===== config.mk =====
export PLATFORM = sky130hd
export DESIGN_NAME = ota_sd_decimator
export DESIGN_NICKNAME = d
export VERILOG_FILES = /design/src/rtl/ota_pkg.sv /design/src/rtl/ota_sync2.sv /design/src/rtl/ota_sd_decimator.sv
export SDC_FILE = /design/constraint.sdc
export NUM_CORES = 1
export LEC_CHECK = 0
export BUFFER_PORTS_ARGS = -buffer_cell sky130_fd_sc_hd__buf_2
export CAP_MARGIN = 40
export CELL_PAD_IN_SITES_DETAIL_PLACEMENT = 1
export CELL_PAD_IN_SITES_GLOBAL_PLACEMENT = 2
export CORE_MARGIN = 3
export CORE_UTILIZATION = 36
export DETAILED_ROUTE_END_ITERATION = 8
export PLACE_DENSITY_LB_ADDON = 0.1
export SETUP_SLACK_MARGIN = 0.2
export SYNTH_ARGS = -nofsm -noshare
export SYNTH_HDL_FRONTEND = slang
export SYNTH_SLANG_ARGS = --single-unit

===== constraint.sdc =====
create_clock -name clk -period 1.8 [get_ports clk]
set_input_delay 0.36 -clock clk [delete_from_list [all_inputs] [get_ports clk]]
set_output_delay 0.36 -clock clk [all_outputs]
set_load 0.05 [all_outputs]

===== src/rtl/ota_pkg.sv =====
// rtl/ota_pkg.sv - shared types and default constants for the OTA sigma-delta back end
package ota_pkg;

  typedef enum logic [1:0] {
    ST_IDLE    = 2'd0,
    ST_SETTLE  = 2'd1,
    ST_CONVERT = 2'd2,
    ST_DONE    = 2'd3
  } ota_state_e;

  localparam int OTA_OSR_LOG2   = 8;
  localparam int OTA_OUT_W      = 8;
  localparam int OTA_SETTLE_CYC = 4;

endpackage


===== src/rtl/ota_sync2.sv =====
// rtl/ota_sync2.sv - generic two-flop synchroniser for OTA-side asynchronous inputs
module ota_sync2 #(
  parameter int WIDTH = 1
) (
  input  logic             clk,
  input  logic             rst_n,
  input  logic [WIDTH-1:0] d_i,
  output logic [WIDTH-1:0] q_o
);

  logic [WIDTH-1:0] meta_q;
  logic [WIDTH-1:0] sync_q;

  // First flop may go metastable; second flop gives it a full cycle to resolve.
  always_ff @(posedge clk or negedge rst_n) begin
    if (!rst_n) begin
      meta_q <= '0;
      sync_q <= '0;
    end else begin
      meta_q <= d_i;
      sync_q <= meta_q;
    end
  end

  assign q_o = sync_q;

endmodule


===== src/rtl/ota_sd_decimator.sv =====
// rtl/ota_sd_decimator.sv - first-order sigma-delta loop closure and ones-count decimator
module ota_sd_decimator
  import ota_pkg::*;
#(
  parameter int OSR_LOG2   = OTA_OSR_LOG2,
  parameter int OUT_W      = OTA_OUT_W,
  parameter int SETTLE_CYC = OTA_SETTLE_CYC
) (
  input  logic             clk,
  input  logic             rst_n,
  input  logic             ena,
  input  logic             cmp_in,
  input  logic             start,
  input  logic             continuous,
  output logic             dac_out,
  output logic [OUT_W-1:0] sample,
  output logic             sample_valid,
  output logic             busy
);

  // Settle counter runs 0..SETTLE_CYC-1; keep at least one bit.
  localparam int SET_W = (SETTLE_CYC > 1) ? $clog2(SETTLE_CYC) : 1;
  localparam logic [SET_W-1:0] SET_LAST = SET_W'(SETTLE_CYC - 1);
  localparam int SHIFT = OSR_LOG2 - OUT_W;

  logic cmp_s;

  ota_state_e            state_q, state_d;
  logic [SET_W-1:0]      settle_q, settle_d;
  logic [OSR_LOG2-1:0]   win_q, win_d;
  logic [OSR_LOG2:0]     acc_q, acc_d;
  logic [OUT_W-1:0]      sample_q, sample_d;
  logic                  valid_q, valid_d;
  logic                  dac_q, dac_d;

  logic [OSR_LOG2:0]     acc_shr;
  logic [OUT_W:0]        code_full;
  logic [OUT_W-1:0]      code;

  ota_sync2 #(.WIDTH(1)) u_cmp_sync (
    .clk  (clk),
    .rst_n(rst_n),
    .d_i  (cmp_in),
    .q_o  (cmp_s)
  );

  // A full window of ones gives 2^OUT_W after scaling, which clips to all ones.
  assign acc_shr   = acc_q >> SHIFT;
  assign code_full = acc_shr[OUT_W:0];
  assign code      = code_full[OUT_W] ? {OUT_W{1'b1}} : code_full[OUT_W-1:0];

  // State, counters, accumulator and registered outputs.
  always_ff @(posedge clk or negedge rst_n) begin
    if (!rst_n) begin
      state_q  <= ST_IDLE;
      settle_q <= '0;
      win_q    <= '0;
      acc_q    <= '0;
      sample_q <= '0;
      valid_q  <= 1'b0;
      dac_q    <= 1'b0;
    end else begin
      state_q  <= state_d;
      settle_q <= settle_d;
      win_q    <= win_d;
      acc_q    <= acc_d;
      sample_q <= sample_d;
      valid_q  <= valid_d;
      dac_q    <= dac_d;
    end
  end

  // Next-state logic; the DAC echoes cmp_s whenever the loop is active.
  always_comb begin
    state_d  = state_q;
    settle_d = settle_q;
    win_d    = win_q;
    acc_d    = acc_q;
    sample_d = sample_q;
    valid_d  = 1'b0;
    dac_d    = 1'b0;
    if (!ena) begin
      state_d  = ST_IDLE;
      settle_d = '0;
      win_d    = '0;
      acc_d    = '0;
    end else begin
      unique case (state_q)
        ST_IDLE: begin
          if (start) begin
            state_d  = ST_SETTLE;
            settle_d = '0;
          end
        end
        ST_SETTLE: begin
          dac_d = cmp_s;
          if (settle_q == SET_LAST) begin
            state_d  = ST_CONVERT;
            settle_d = '0;
            win_d    = '0;
            acc_d    = '0;
          end else begin
            settle_d = settle_q + 1'b1;
          end
        end
        ST_CONVERT: begin
          dac_d = cmp_s;
          win_d = win_q + 1'b1;
          acc_d = acc_q + {{OSR_LOG2{1'b0}}, cmp_s};
          if (win_q == {OSR_LOG2{1'b1}}) begin
            state_d = ST_DONE;
          end
        end
        ST_DONE: begin
          dac_d    = cmp_s;
          sample_d = code;
          valid_d  = 1'b1;
          win_d    = '0;
          acc_d    = '0;
          state_d  = continuous ? ST_CONVERT : ST_IDLE;
        end
        default: begin
          state_d = ST_IDLE;
        end
      endcase
    end
  end

  assign dac_out      = dac_q;
  assign sample       = sample_q;
  assign sample_valid = valid_q;
  assign busy         = (state_q != ST_IDLE);

endmodule


==> metrics.cfg <==
[floorplanning]
start_util_pct = 39.2
die_area_mm2 = 0.00543
die_y_um = 73.7
rows = 23
fp.dieW_um = 73.7
ios = 17
core_mm2 = 0.00420

[pwr]
cellLeakagePower_nw = 1.03
power_switching_mw = 1.24
combPwrFrac_pct = 46.7
p_total_mw = 3.11
power_density_mw_per_mm2 = 1390
vdd_drop_max_mv = 0.704
netSwitchingFraction_pct = 39.8
pwr-share-clk_pct = 23.2
power.internal_mw = 1.88
p_seq_share_pct = 30.2

[clocking]
numClockSinks = 33
cts_buffers = 5
cts-root-buf = clkbuf_8
h-tree-depth = 2
clk_pin_slew_worst_paths_ns = 0.07
cts_tree = yes
cts_buffer_depth = 2
worstSkewPairLatency_ns = 0.29

[finish]
area_delta_synth_final_pct = 35.6
num-nets-final = 220
final_core_util_pct = 53.2
fillers = 460
layout-drive-gt1-share_pct = 36.7
final_common_cell = dfrtp_1
design_area_mm2 = 0.00224
layout_common_cells = dfrtp_1 (33), nor2_1 (23), buf_2 (15)
antennaDiodeCount = 0
layout.cells.non_filler = 257

[drt]
wirelength_um = 4320
vias_per_cell = 5.51
wl_per_cell_um = 16.8
vias = 1416
drt-initial-drc-count = 51
ant_nets = 0
first_pass_iters = 4
drcViolationCount = 0

[setup_path]
cp_cell_sequence = inv_2 > ha_4 > or2_4 > a21boi_4 > buf_6 > buf_12 > or4_1 > nand3_1
worst_setup_path_end_kind = register
crit_type = reg -> reg
cp_top_family = simple AND/OR/NAND/NOR gates
required_ns = 2.03
cp-start-kind = register
worst-path-buf-inv = 3
cp_slowest_cell = dfrtp_1
arrival_ns = 1.97
cp_max_fo = 6
cpPeakStageDelay_ns = 0.44

[grt]
antenna_found_initial = 0
grt_use_total_pct = 18.4
grt_overflow = 0
first_global_vias = 1560
grt_first_pass_wirelength_um = 7490
grt_max_degree = 18

[timing]
hold-worst-slack_ns = -0.00489
final_hold_viol_count = 3
max_freq_mhz = 576
finalSetupViolations = 0
slew_viol_final = 0
finClkSkew_ns = 0.00860
timing.slew.headroom_pct = 71.5
finalCritPeriodShare_pct = 96.5
tightest_slew_ns = 0.427
grt_setup_unrepaired = yes
min_period_ns = 1.74
final.setup.tns_ns = 0
setup_slack_ns = 0.0628

[logic_synthesis]
netlist_area_mm2 = 0.00165
ys_seq_elements = 33
syn_nets = 190
syn_inst = 176
avgSynthCellArea_um2 = 9.37
synth_cell_types = 32
yosys_warnings = 0
ys_seq_area_share_pct = 50.1

[run]
cap_violations = 0

[run_status]
status = finished with violations
violations = hold timing

[min_path]
hp-class = in -> async

[placement]
dpl.hpwl_um = 2790
io_buffers = 16
dpl_cell_area_mm2 = 0.00183
dp_worst_setup_slack_ns = -0.00103
gp_congestion = 0.791
dp.cells = 239

## layer usage
| metal | vias to the layer above | GRT usage (%) | share of wire [%] |
|---|---|---|---|
| li1 | 675 | - | - |
| met1 | 716 | 21.4 | 42 |
| met2 | 19 | 31.6 | 53 |
| met3 | 6 | 6.29 | 3.7 |
| met4 | 0 | 5.63 | 1.4 |
| met5 | - | 0 | 0 |
## kinds of logic (layout without fill, tap and decap cells)
kind of cell	after synthesis	count (layout)	share of synthesized area, %
flops	33	33	50.1
simple gates	78	78	24.4
buf+inv	13	44	3.49
fa+ha+maj	8	8	6.07
compound gates	44	44	15.9
## synthesized netlist by cell type (all sizes together)
| cell type | n | area [um^2] |
|---|---|---|
| nand2b | 6 | 37.5 |
| o21ai | 19 | 95.1 |
| o31ai | 5 | 37.5 |
| or4 | 2 | 15.0 |
| and2 | 5 | 33.8 |
| a41oi | 1 | 16.3 |
| nand2 | 16 | 60.1 |
| and4 | 1 | 11.3 |
| dfrtp | 33 | 826 |
| or3 | 1 | 6.26 |
| or3b | 1 | 8.76 |
| a21boi | 1 | 7.51 |
| and3 | 5 | 36.3 |
| o21a | 1 | 7.51 |
| o221ai | 1 | 8.76 |
| a21oi | 12 | 60.1 |
| nor2b | 2 | 12.5 |
| ha | 8 | 100 |
| nor4b | 1 | 15.0 |
| clkbuf | 2 | 7.51 |
| nor2 | 23 | 86.3 |
| a31oi | 2 | 12.5 |
| nand4 | 3 | 18.8 |
| or2 | 1 | 6.26 |
| a32oi | 2 | 17.5 |
| inv | 3 | 11.3 |
| buf | 8 | 38.8 |
| nand3 | 11 | 55.1 |
## flip-flops by register name, summed over array words and instances (netlist names)
name               cells
acc_q                  9
dac_out                1
sample                 8
sample_valid           1
settle_q               2
state_q                2
u_cmp_sync.meta_q      1
u_cmp_sync.q_o         1
win_q                  8
## layout make-up
type                            count  area [um^2]  area share, %
Inverter                            3         11.3          0.504
Multi-Input combinational cell    130          926           41.4
Clock buffer                        7         86.3           3.86
Timing Repair Buffer               33          294           13.2
Sequential cell                    33          826           36.9
Clock inverter                      1         30.0           1.34
Tap cell                           50         62.6           2.80
## final timing paths
kind,startpoint,endpoint,slack (ns),cells past startpoint
setup / recovery,state_q[0],acc_q[7],0.06,8
hold / removal,rst_n,win_q[3],-0.005,1
setup reg to reg,state_q[0],acc_q[7],0.06,8
hold reg to reg,u_cmp_sync.meta_q,u_cmp_sync.q_o,0.36,0
max in group asynchronous,rst_n,sample[0],1.37,2
min in group clk,cmp_in,u_cmp_sync.meta_q,0.18,1
## power groups by stage
stage	Sequential [mW]	Clock, mW	Combinational [mW]
2_1_floorplan	1.28	0	0.405
3_3_place_gp	0.941	0	1.00
3_5_place_dp	0.954	0	1.03
4_1_cts	0.937	0.742	1.42
5_1_grt	0.954	0.781	1.57
6_report	0.939	0.721	1.45
## repair_timing
item	in CTS	in global routing
setup endpoints to repair	20	26
buffers inserted	7	0
pin swaps	19	7
hold buffers	0	0
gates cloned	3	0
gates resized for setup	43	16
(Power assumes the default switching activity.)
